===== src/rtl/preproc_ctrl_pkg.sv =====
// Shared register map, field positions, FSM states and saturation helpers
// for the preprocessing capture controller.
package preproc_ctrl_pkg;

  // Byte addresses of the register port
  localparam int ADDR_CTRL   = 'h0;
  localparam int ADDR_CFG    = 'h4;
  localparam int ADDR_FRAME  = 'h8;
  localparam int ADDR_STATUS = 'hC;

  localparam int CTRL_START_BIT = 0;
  localparam int CTRL_STOP_BIT  = 1;

  localparam int SEL_LSB    = 0;
  localparam int SEL_W      = 5;
  localparam int OFFSET_LSB = 16;
  localparam int OFFSET_W   = 16;

  localparam int LEN_LSB = 0;
  localparam int LEN_W   = 16;
  localparam int NUM_LSB = 16;
  localparam int NUM_W   = 16;

  localparam int STS_STATE_LSB   = 0;
  localparam int STS_BUSY_BIT    = 2;
  localparam int STS_DONE_BIT    = 3;
  localparam int STS_OVF_BIT     = 4;
  localparam int STS_SEL_ERR_BIT = 5;
  localparam int STS_PKT_LSB     = 16;
  localparam int PKT_CNT_W       = 16;

  localparam logic [LEN_W-1:0] FRAME_LEN_RST = 16'd1;
  localparam logic [NUM_W-1:0] FRAME_NUM_RST = 16'd10;

  // Guard bits on the offset sum so sample + offset never wraps before clamping
  localparam int SAT_GUARD = 3;

  typedef enum logic [1:0] {
    ST_IDLE  = 2'd0,
    ST_RUN   = 2'd1,
    ST_DRAIN = 2'd2,
    ST_DONE  = 2'd3
  } state_e;

  function automatic int sat_hi(input int w);
    return (1 << (w - 1)) - 1;
  endfunction

  function automatic int sat_lo(input int w);
    return -(1 << (w - 1));
  endfunction

endpackage


===== src/rtl/preproc_offset_sat.sv =====
// Adds a signed offset to a signed ADC sample and clamps the result to the
// representable ADC_WIDTH range.
module preproc_offset_sat
  import preproc_ctrl_pkg::*;
#(
  parameter int ADC_WIDTH = 14
) (
  input  logic signed [ADC_WIDTH-1:0] sample,
  input  logic signed [OFFSET_W-1:0]  offset,
  output logic signed [ADC_WIDTH-1:0] result
);

  localparam int SUM_W = ADC_WIDTH + SAT_GUARD;
  localparam logic signed [SUM_W-1:0] SUM_HI = SUM_W'(sat_hi(ADC_WIDTH));
  localparam logic signed [SUM_W-1:0] SUM_LO = SUM_W'(sat_lo(ADC_WIDTH));

  logic signed [SUM_W-1:0] sum;

  // NOTE: every output of a combinational block gets a value on every path,
  // otherwise synthesis infers a latch.
  always_comb begin
    sum = SUM_W'(sample) + SUM_W'(offset);
    if (sum > SUM_HI) begin
      result = SUM_HI[ADC_WIDTH-1:0];
    end else if (sum < SUM_LO) begin
      result = SUM_LO[ADC_WIDTH-1:0];
    end else begin
      result = sum[ADC_WIDTH-1:0];
    end
  end

endmodule


===== src/rtl/preproc_capture_ctrl.sv =====
// Register-controlled capture of one selected ADC source into a framed
// output stream with offset correction, back-pressure drop and status.
module preproc_capture_ctrl
  import preproc_ctrl_pkg::*;
#(
  parameter int ADC_WIDTH  = 14,
  parameter int N_SRC      = 4,
  parameter int DATA_WIDTH = 32,
  parameter int ADDR_WIDTH = 4
) (
  input  logic                        clk,
  input  logic                        rst,
  input  logic                        wr_en,
  input  logic [ADDR_WIDTH-1:0]       wr_addr,
  input  logic [DATA_WIDTH-1:0]       wr_data,
  input  logic [ADDR_WIDTH-1:0]       rd_addr,
  output logic [DATA_WIDTH-1:0]       rd_data,
  input  logic [N_SRC*ADC_WIDTH-1:0]  src_data,
  input  logic [N_SRC-1:0]            src_valid,
  output logic [ADC_WIDTH-1:0]        m_data,
  output logic                        m_valid,
  output logic                        m_last,
  input  logic                        m_ready,
  output logic                        busy,
  output logic                        done
);

  state_e                       state;
  logic [SEL_W-1:0]             cfg_sel, lat_sel;
  logic signed [OFFSET_W-1:0]   cfg_offset, lat_offset;
  logic [LEN_W-1:0]             frame_len, eff_len, samp_cnt;
  logic [NUM_W-1:0]             frame_num, prod_cnt;
  logic [PKT_CNT_W-1:0]         pkt_cnt;
  logic                         ovf, sel_err;

  logic                         wr_ctrl, start_req, stop_req;
  logic signed [ADC_WIDTH-1:0]  sel_sample, sat_data;
  logic                         sel_valid, sel_ok;
  logic                         is_last, last_pkt, stall, xfer, take, accept, drop, lat_load;
  logic [DATA_WIDTH-1:0]        cfg_word, frame_word, status_word;

  // Stop in the same write as start wins, so start is masked by stop here
  assign wr_ctrl   = wr_en && (wr_addr == ADDR_WIDTH'(ADDR_CTRL));
  assign stop_req  = wr_ctrl && wr_data[CTRL_STOP_BIT];
  assign start_req = wr_ctrl && wr_data[CTRL_START_BIT] && !wr_data[CTRL_STOP_BIT];

  always_comb begin
    sel_sample = '0;
    sel_valid  = 1'b0;
    for (int k = 0; k < N_SRC; k++) begin
      if (lat_sel == SEL_W'(k)) begin
        sel_sample = src_data[k*ADC_WIDTH +: ADC_WIDTH];
        sel_valid  = src_valid[k];
      end
    end
  end

  assign sel_ok   = (lat_sel < SEL_W'(N_SRC));
  assign eff_len  = (frame_len == '0) ? LEN_W'(1) : frame_len;
  assign is_last  = (samp_cnt == LEN_W'(eff_len - 1'b1));
  assign last_pkt = (frame_num != '0) && (prod_cnt == NUM_W'(frame_num - 1'b1));

  assign stall  = m_valid && !m_ready;
  assign xfer   = m_valid && m_ready;
  assign take   = (state == ST_RUN) && sel_ok && sel_valid;
  assign accept = take && !stall;
  assign drop   = take && stall;
  // Source/offset track CFG only between packets; frozen once a packet has begun
  assign lat_load = (accept && is_last) || (!accept && (samp_cnt == '0));

  preproc_offset_sat #(
    .ADC_WIDTH(ADC_WIDTH)
  ) u_offset_sat (
    .sample(sel_sample),
    .offset(lat_offset),
    .result(sat_data)
  );

  // NOTE: sequential state is assigned with non-blocking (<=) so every
  // register samples pre-edge values regardless of statement order.
  always_ff @(posedge clk) begin
    if (rst) begin
      cfg_sel    <= '0;
      cfg_offset <= '0;
      frame_len  <= FRAME_LEN_RST;
      frame_num  <= FRAME_NUM_RST;
    end else if (wr_en) begin
      if (wr_addr == ADDR_WIDTH'(ADDR_CFG)) begin
        cfg_sel    <= wr_data[SEL_LSB +: SEL_W];
        cfg_offset <= wr_data[OFFSET_LSB +: OFFSET_W];
      end
      if ((wr_addr == ADDR_WIDTH'(ADDR_FRAME)) && !busy) begin
        frame_len <= wr_data[LEN_LSB +: LEN_W];
        frame_num <= wr_data[NUM_LSB +: NUM_W];
      end
    end
  end

  always_ff @(posedge clk) begin
    if (rst) begin
      state      <= ST_IDLE;
      busy       <= 1'b0;
      done       <= 1'b0;
      m_valid    <= 1'b0;
      m_last     <= 1'b0;
      m_data     <= '0;
      samp_cnt   <= '0;
      prod_cnt   <= '0;
      pkt_cnt    <= '0;
      ovf        <= 1'b0;
      sel_err    <= 1'b0;
      lat_sel    <= '0;
      lat_offset <= '0;
    end else begin
      if (xfer && m_last) pkt_cnt <= pkt_cnt + 1'b1;

      unique case (state)
        ST_IDLE, ST_DONE: begin
          if (start_req) begin
            state      <= ST_RUN;
            busy       <= 1'b1;
            done       <= 1'b0;
            samp_cnt   <= '0;
            prod_cnt   <= '0;
            pkt_cnt    <= '0;
            ovf        <= 1'b0;
            sel_err    <= 1'b0;
            lat_sel    <= cfg_sel;
            lat_offset <= cfg_offset;
            m_valid    <= 1'b0;
            m_last     <= 1'b0;
          end
        end

        ST_RUN: begin
          if (stop_req) begin
            state   <= ST_IDLE;
            busy    <= 1'b0;
            m_valid <= 1'b0;
            m_last  <= 1'b0;
          end else begin
            if (!sel_ok) sel_err <= 1'b1;
            if (drop)    ovf     <= 1'b1;
            if (lat_load) begin
              lat_sel    <= cfg_sel;
              lat_offset <= cfg_offset;
            end
            if (accept) begin
              m_valid <= 1'b1;
              m_data  <= sat_data;
              m_last  <= is_last;
              if (is_last) begin
                samp_cnt <= '0;
                prod_cnt <= prod_cnt + 1'b1;
                if (last_pkt) state <= ST_DRAIN;
              end else begin
                samp_cnt <= samp_cnt + 1'b1;
              end
            end else if (xfer) begin
              m_valid <= 1'b0;
              m_last  <= 1'b0;
            end
          end
        end

        ST_DRAIN: begin
          if (stop_req) begin
            state   <= ST_IDLE;
            busy    <= 1'b0;
            m_valid <= 1'b0;
            m_last  <= 1'b0;
          end else if (xfer) begin
            state   <= ST_DONE;
            busy    <= 1'b0;
            done    <= 1'b1;
            m_valid <= 1'b0;
            m_last  <= 1'b0;
          end
        end

        default: state <= ST_IDLE;
      endcase
    end
  end

  always_comb begin
    cfg_word    = '0;
    frame_word  = '0;
    status_word = '0;
    cfg_word[SEL_LSB +: SEL_W]        = cfg_sel;
    cfg_word[OFFSET_LSB +: OFFSET_W]  = cfg_offset;
    frame_word[LEN_LSB +: LEN_W]      = frame_len;
    frame_word[NUM_LSB +: NUM_W]      = frame_num;
    status_word[STS_STATE_LSB +: 2]   = state;
    status_word[STS_BUSY_BIT]         = busy;
    status_word[STS_DONE_BIT]         = done;
    status_word[STS_OVF_BIT]          = ovf;
    status_word[STS_SEL_ERR_BIT]      = sel_err;
    status_word[STS_PKT_LSB +: PKT_CNT_W] = pkt_cnt;
  end

  always_ff @(posedge clk) begin
    if (rst) begin
      rd_data <= '0;
    end else begin
      unique case (rd_addr)
        ADDR_WIDTH'(ADDR_CFG):    rd_data <= cfg_word;
        ADDR_WIDTH'(ADDR_FRAME):  rd_data <= frame_word;
        ADDR_WIDTH'(ADDR_STATUS): rd_data <= status_word;
        default:                  rd_data <= '0;
      endcase
    end
  end

endmodule


===== config.mk =====
export PLATFORM = sky130hd
export DESIGN_NAME = preproc_capture_ctrl
export DESIGN_NICKNAME = d
export VERILOG_FILES = /design/src/rtl/preproc_ctrl_pkg.sv /design/src/rtl/preproc_offset_sat.sv /design/src/rtl/preproc_capture_ctrl.sv
export SDC_FILE = /design/constraint.sdc
export NUM_CORES = 1
export LEC_CHECK = 0
export ABC_AREA = 1
export CORE_MARGIN = 8
export CORE_UTILIZATION = 65
export DETAILED_ROUTE_END_ITERATION = 12
export DONT_BUFFER_PORTS = 1
export GPL_ROUTABILITY_DRIVEN = 0
export GPL_TIMING_DRIVEN = 0
export PLACE_DENSITY = 0.8
export SYNTH_ARGS = -nofsm -noshare
export SYNTH_HDL_FRONTEND = slang
export SYNTH_SLANG_ARGS = --single-unit

===== constraint.sdc =====
create_clock -name clk -period 5.9 [get_ports clk]
set_input_delay 0.59 -clock clk [delete_from_list [all_inputs] [get_ports clk]]
set_output_delay 0.59 -clock clk [all_outputs]
set_load 0.005 [all_outputs]

==> summary.md <==
| Metric | Value |
|---|---|
| Vias in the first global route | `9197` |
| Post-synth top cells | `nand2_1, inv_1, dfxtp_1, nor2_1, a21oi_1` |
| CP required | `6.27 ns` |
| Skew final | `0.01090 ns` |
| Synth cell types | `54` |
| Worst reg2reg setup slack | `1.38 ns` |
| Sequential fraction of the synthesis area | `0.3551` |
| DR DRC count | `0` |
| Row cnt | `45` |
| Vias per cell | `5.864` |
| Reg2reg path depth | `23` |
| DRT Wirelength | `30.02 mm` |
| Die height | `139.6 um` |
| Synth Instances | `1430` |
| Synth top area share | `0.3551` |
| Synth area leaders | `dfxtp_1, nand2_1, inv_1, a21oi_1, nor2_1` |
| Pre-CTS setup slack | `1.520 ns` |
| Setup TNS Final | `0 ns` |
| Worst slew margin | `0.4648` |
| Clk pin slew, worst setup/hold paths | `0.07 ns` |
| Worst skew pair latency | `0.44 ns` |
| Average wire per standard cell | `18.17 um` |
| Slew Viols, Final | `0` |
| PortBufs | `0` |
| Worst slew pin tran | `0.7954 ns` |
| Non-Filler Instances | `1652` |
| M2 GR Usage | `0.5003` |
| Reg-to-Reg Start | `lat_sel[4]` |
| Grt ovf | `0` |
| Initial DRC Count | `1010` |
| Largest net degree at the start of global routing | `19` |
| Pwr/cell area | `483.0 nW/um2` |
| Via count | `9688` |
| Hold Buf Count CTS | `0` |
| Post-Place Cells | `1618` |
| Starting Density | `0.6600` |
| TritonRoute pass-1 iters | `5` |
| Clock buffer depth | `2` |
| Fmax | `221.5 MHz` |
| Synthesized area | `9922 um2` |
| Maximum fanout along the worst path | `10` |
| Post-DP HPWL | `23.40 mm` |
| First-pass GRT wire length | `46.98 mm` |
| RSZ-0062 raised after global routing | `no` |
| CP Capture Type | `register` |
| Core ar. | `15030 um2` |
| Clk sink count | `176` |
| Top_reg_cell synth | `dfxtp_1` |
| Clk root buf | `clkbuf_16` |
| Min Clock Period, post-route | `4.515 ns` |
| Crit Path Class | `register to register` |
| Worst Setup EP | `m_data[11]` |
| Critical path origin | `lat_sel[4]` |
| R2R Path End | `m_data[11]` |
| Worst VDD drop | `238.1 uV` |
| Share of post-route cells with drive strength above 1 | `0.06908` |
| Post-CTS Setup Bufs | `0` |
| Antenna Violating Nets Remaining | `0` |
| Num ports | `154` |
| Fill count | `1269` |
| Worst Setup Start Kind | `register` |
| Nets | `1578` |
| Period utilization | `0.7653` |
| Leading area contributor after synthesis | `dfxtp_1` |
| Die ar. | `19470 um2` |
| Gr usage total | `0.3000` |
| Die Wd | `139.6 um` |
| Avg Inst Size Synth | `6.938 um2` |
| Gr busiest metal | `met2` |
| Hold Vio Cnt, Final | `0` |
| CTS tree | `yes` |
| Setup violations, final | `0` |
| Met3 Usage GRT | `0.09918` |
| P_leak | `4.676 nW` |
| Maximum capacitance violations | `0` |
| Finished Cell Area | `10760 um2` |
| Initial antenna violation count | `2` |
| Worst Path Arrival | `4.89 ns` |
| Worst min path class | `primary input to register` |
| Top-count cell post-synth | `nand2_1` |
| CTS buffer count | `17` |
| Number of synthesized flops with an enable pin | `0` |
| Mapped Nets | `1559` |
| Dpl cell area | `10160 um2` |
| Slack of the critical path | `1.385 ns` |
| Area Growth Syn to Fin | `8.411%` |
| Async SR Flop Fraction | `0` |
| H-tree depth | `4` |
| Status | `finished, final reports clean` |
| Yosys warns | `0` |
| Synth Register Bits | `176` |
| Post-CTS resize count | `0` |
| Met1 GRT Util | `0.3540` |
==> layout make-up <==
class	instances	area, um2	share of cell area
Multi-Input combinational cell	1007	5408	0.5027
Sequential cell	176	3523	0.3276
Inverter	193	725.7	0.06747
Clock buffer	17	425.4	0.03955
Buffer	54	265.3	0.02466
Tap cell	188	235.2	0.02187
Clock inverter	15	168.9	0.01570
Antenna cell	2	5.005	0.0004653
==> power by group <==
| part | internal, W | leakage (nW) | switching (W) | total (W) |
|---|---|---|---|---|
| registers | 0.00131 | 1.42 | 0.000106 | 0.00142 |
| logic | 0.000918 | 2.97 | 0.00171 | 0.00263 |
| clock network | 0.000603 | 0.287 | 0.000542 | 0.00115 |
| total | 0.00283 | 4.68 | 0.00236 | 0.00520 |
==> worst max-delay path: stages (launching register included) <==
cell      delay [ns]
dfxtp_1         0.34
nor2_1          0.13
nand2_2         0.13
nor3_2          0.48
clkbuf_1        0.41
nand2_1         0.09
nand3_1         0.09
o21ai_0         0.09
inv_1           0.13
ha_1            0.18
inv_1           0.06
fa_1            0.40
nand3b_1        0.17
nand2_1         0.12
a21boi_0        0.19
nand3b_1        0.24
nand2_1         0.10
nand2_1         0.05
a21oi_1         0.21
inv_1           0.09
o21ai_1         0.22
buf_2           0.30
nand2_1         0.09
a21oi_1         0.14
==> metrics by stage <==
step / util / hold slack [ns] / power, W
detailed placement: 0.6757 / 0.4582 / 0.004002
CTS: 0.7152 / 0.2778 / 0.005147
global placement: 0.6757 / 0.4491 / 0.003945
global route: 0.7152 / 0.2850 / 0.005550
floorplan: - / 0.4371 / 0.003435
finish: 0.7155 / 0.2786 / 0.005195
==> cell usage in the layout (no fill, tap or decap), types with 6 or more instances in the layout <==
cell       instances
a21oi_1          129
buf_2              8
buf_6              6
clkbuf_1          37
clkbuf_16         17
dfxtp_1          176
ha_1              24
inv_1            185
nand2_1          279
nand2_2            8
nand2_4            7
nand3_1           91
nand3b_1           6
nand4_1           24
nor2_1           143
nor2_2             6
nor3_1            28
nor3_2             8
nor4_1             9
o21ai_0           98
o21ai_1            6
o221ai_1          21
xnor2_1           22
xor2_1            48
==> registers in the layout, summed over array words and instances, names as in the netlist, 2 cells and up <==
register and flops:
state 2, cfg_offset 16, frame_num 16, cfg_sel 5, lat_sel 5, samp_cnt 16
frame_len 16, pkt_cnt 16, lat_offset 16, m_data 14, rd_data 32, prod_cnt 16
==> cells by family (layout without fill, tap and decap cells) <==
logic type / Yosys count / count (layout) / synth area share
mux: 1 / 1 / 0.001009
xor+xnor: 70 / 70 / 0.06179
fa+ha+maj: 25 / 25 / 0.03228
buf+inv: 247 / 279 / 0.09987
flops: 176 / 176 / 0.3551
compound gates: 282 / 282 / 0.1585
other cells: 0 / 2 / 0
simple gates: 629 / 629 / 0.2914
==> metal layers <==
layer  part of all wire  vias up  wire [um]
li1                   -     4726          -
met1               0.39     4454      11780
met2               0.46      439      13900
met3               0.12       67       3513
met4              0.027        2        813
met5            0.00047        -         14
==> worst min-delay path by stage <==
stage | from | endpoint | slack [ns] | cells after the start
floorplan | sel_err | sel_err | 0.44 | 2
global placement | sel_err | sel_err | 0.45 | 2
detailed placement | sel_err | sel_err | 0.46 | 2
CTS | wr_data[17] | frame_num[1] | 0.28 | 2
global route | wr_data[17] | frame_num[1] | 0.28 | 2
finish | wr_data[17] | frame_num[1] | 0.28 | 2
Note: power is estimated with default switching activity, not from simulation.
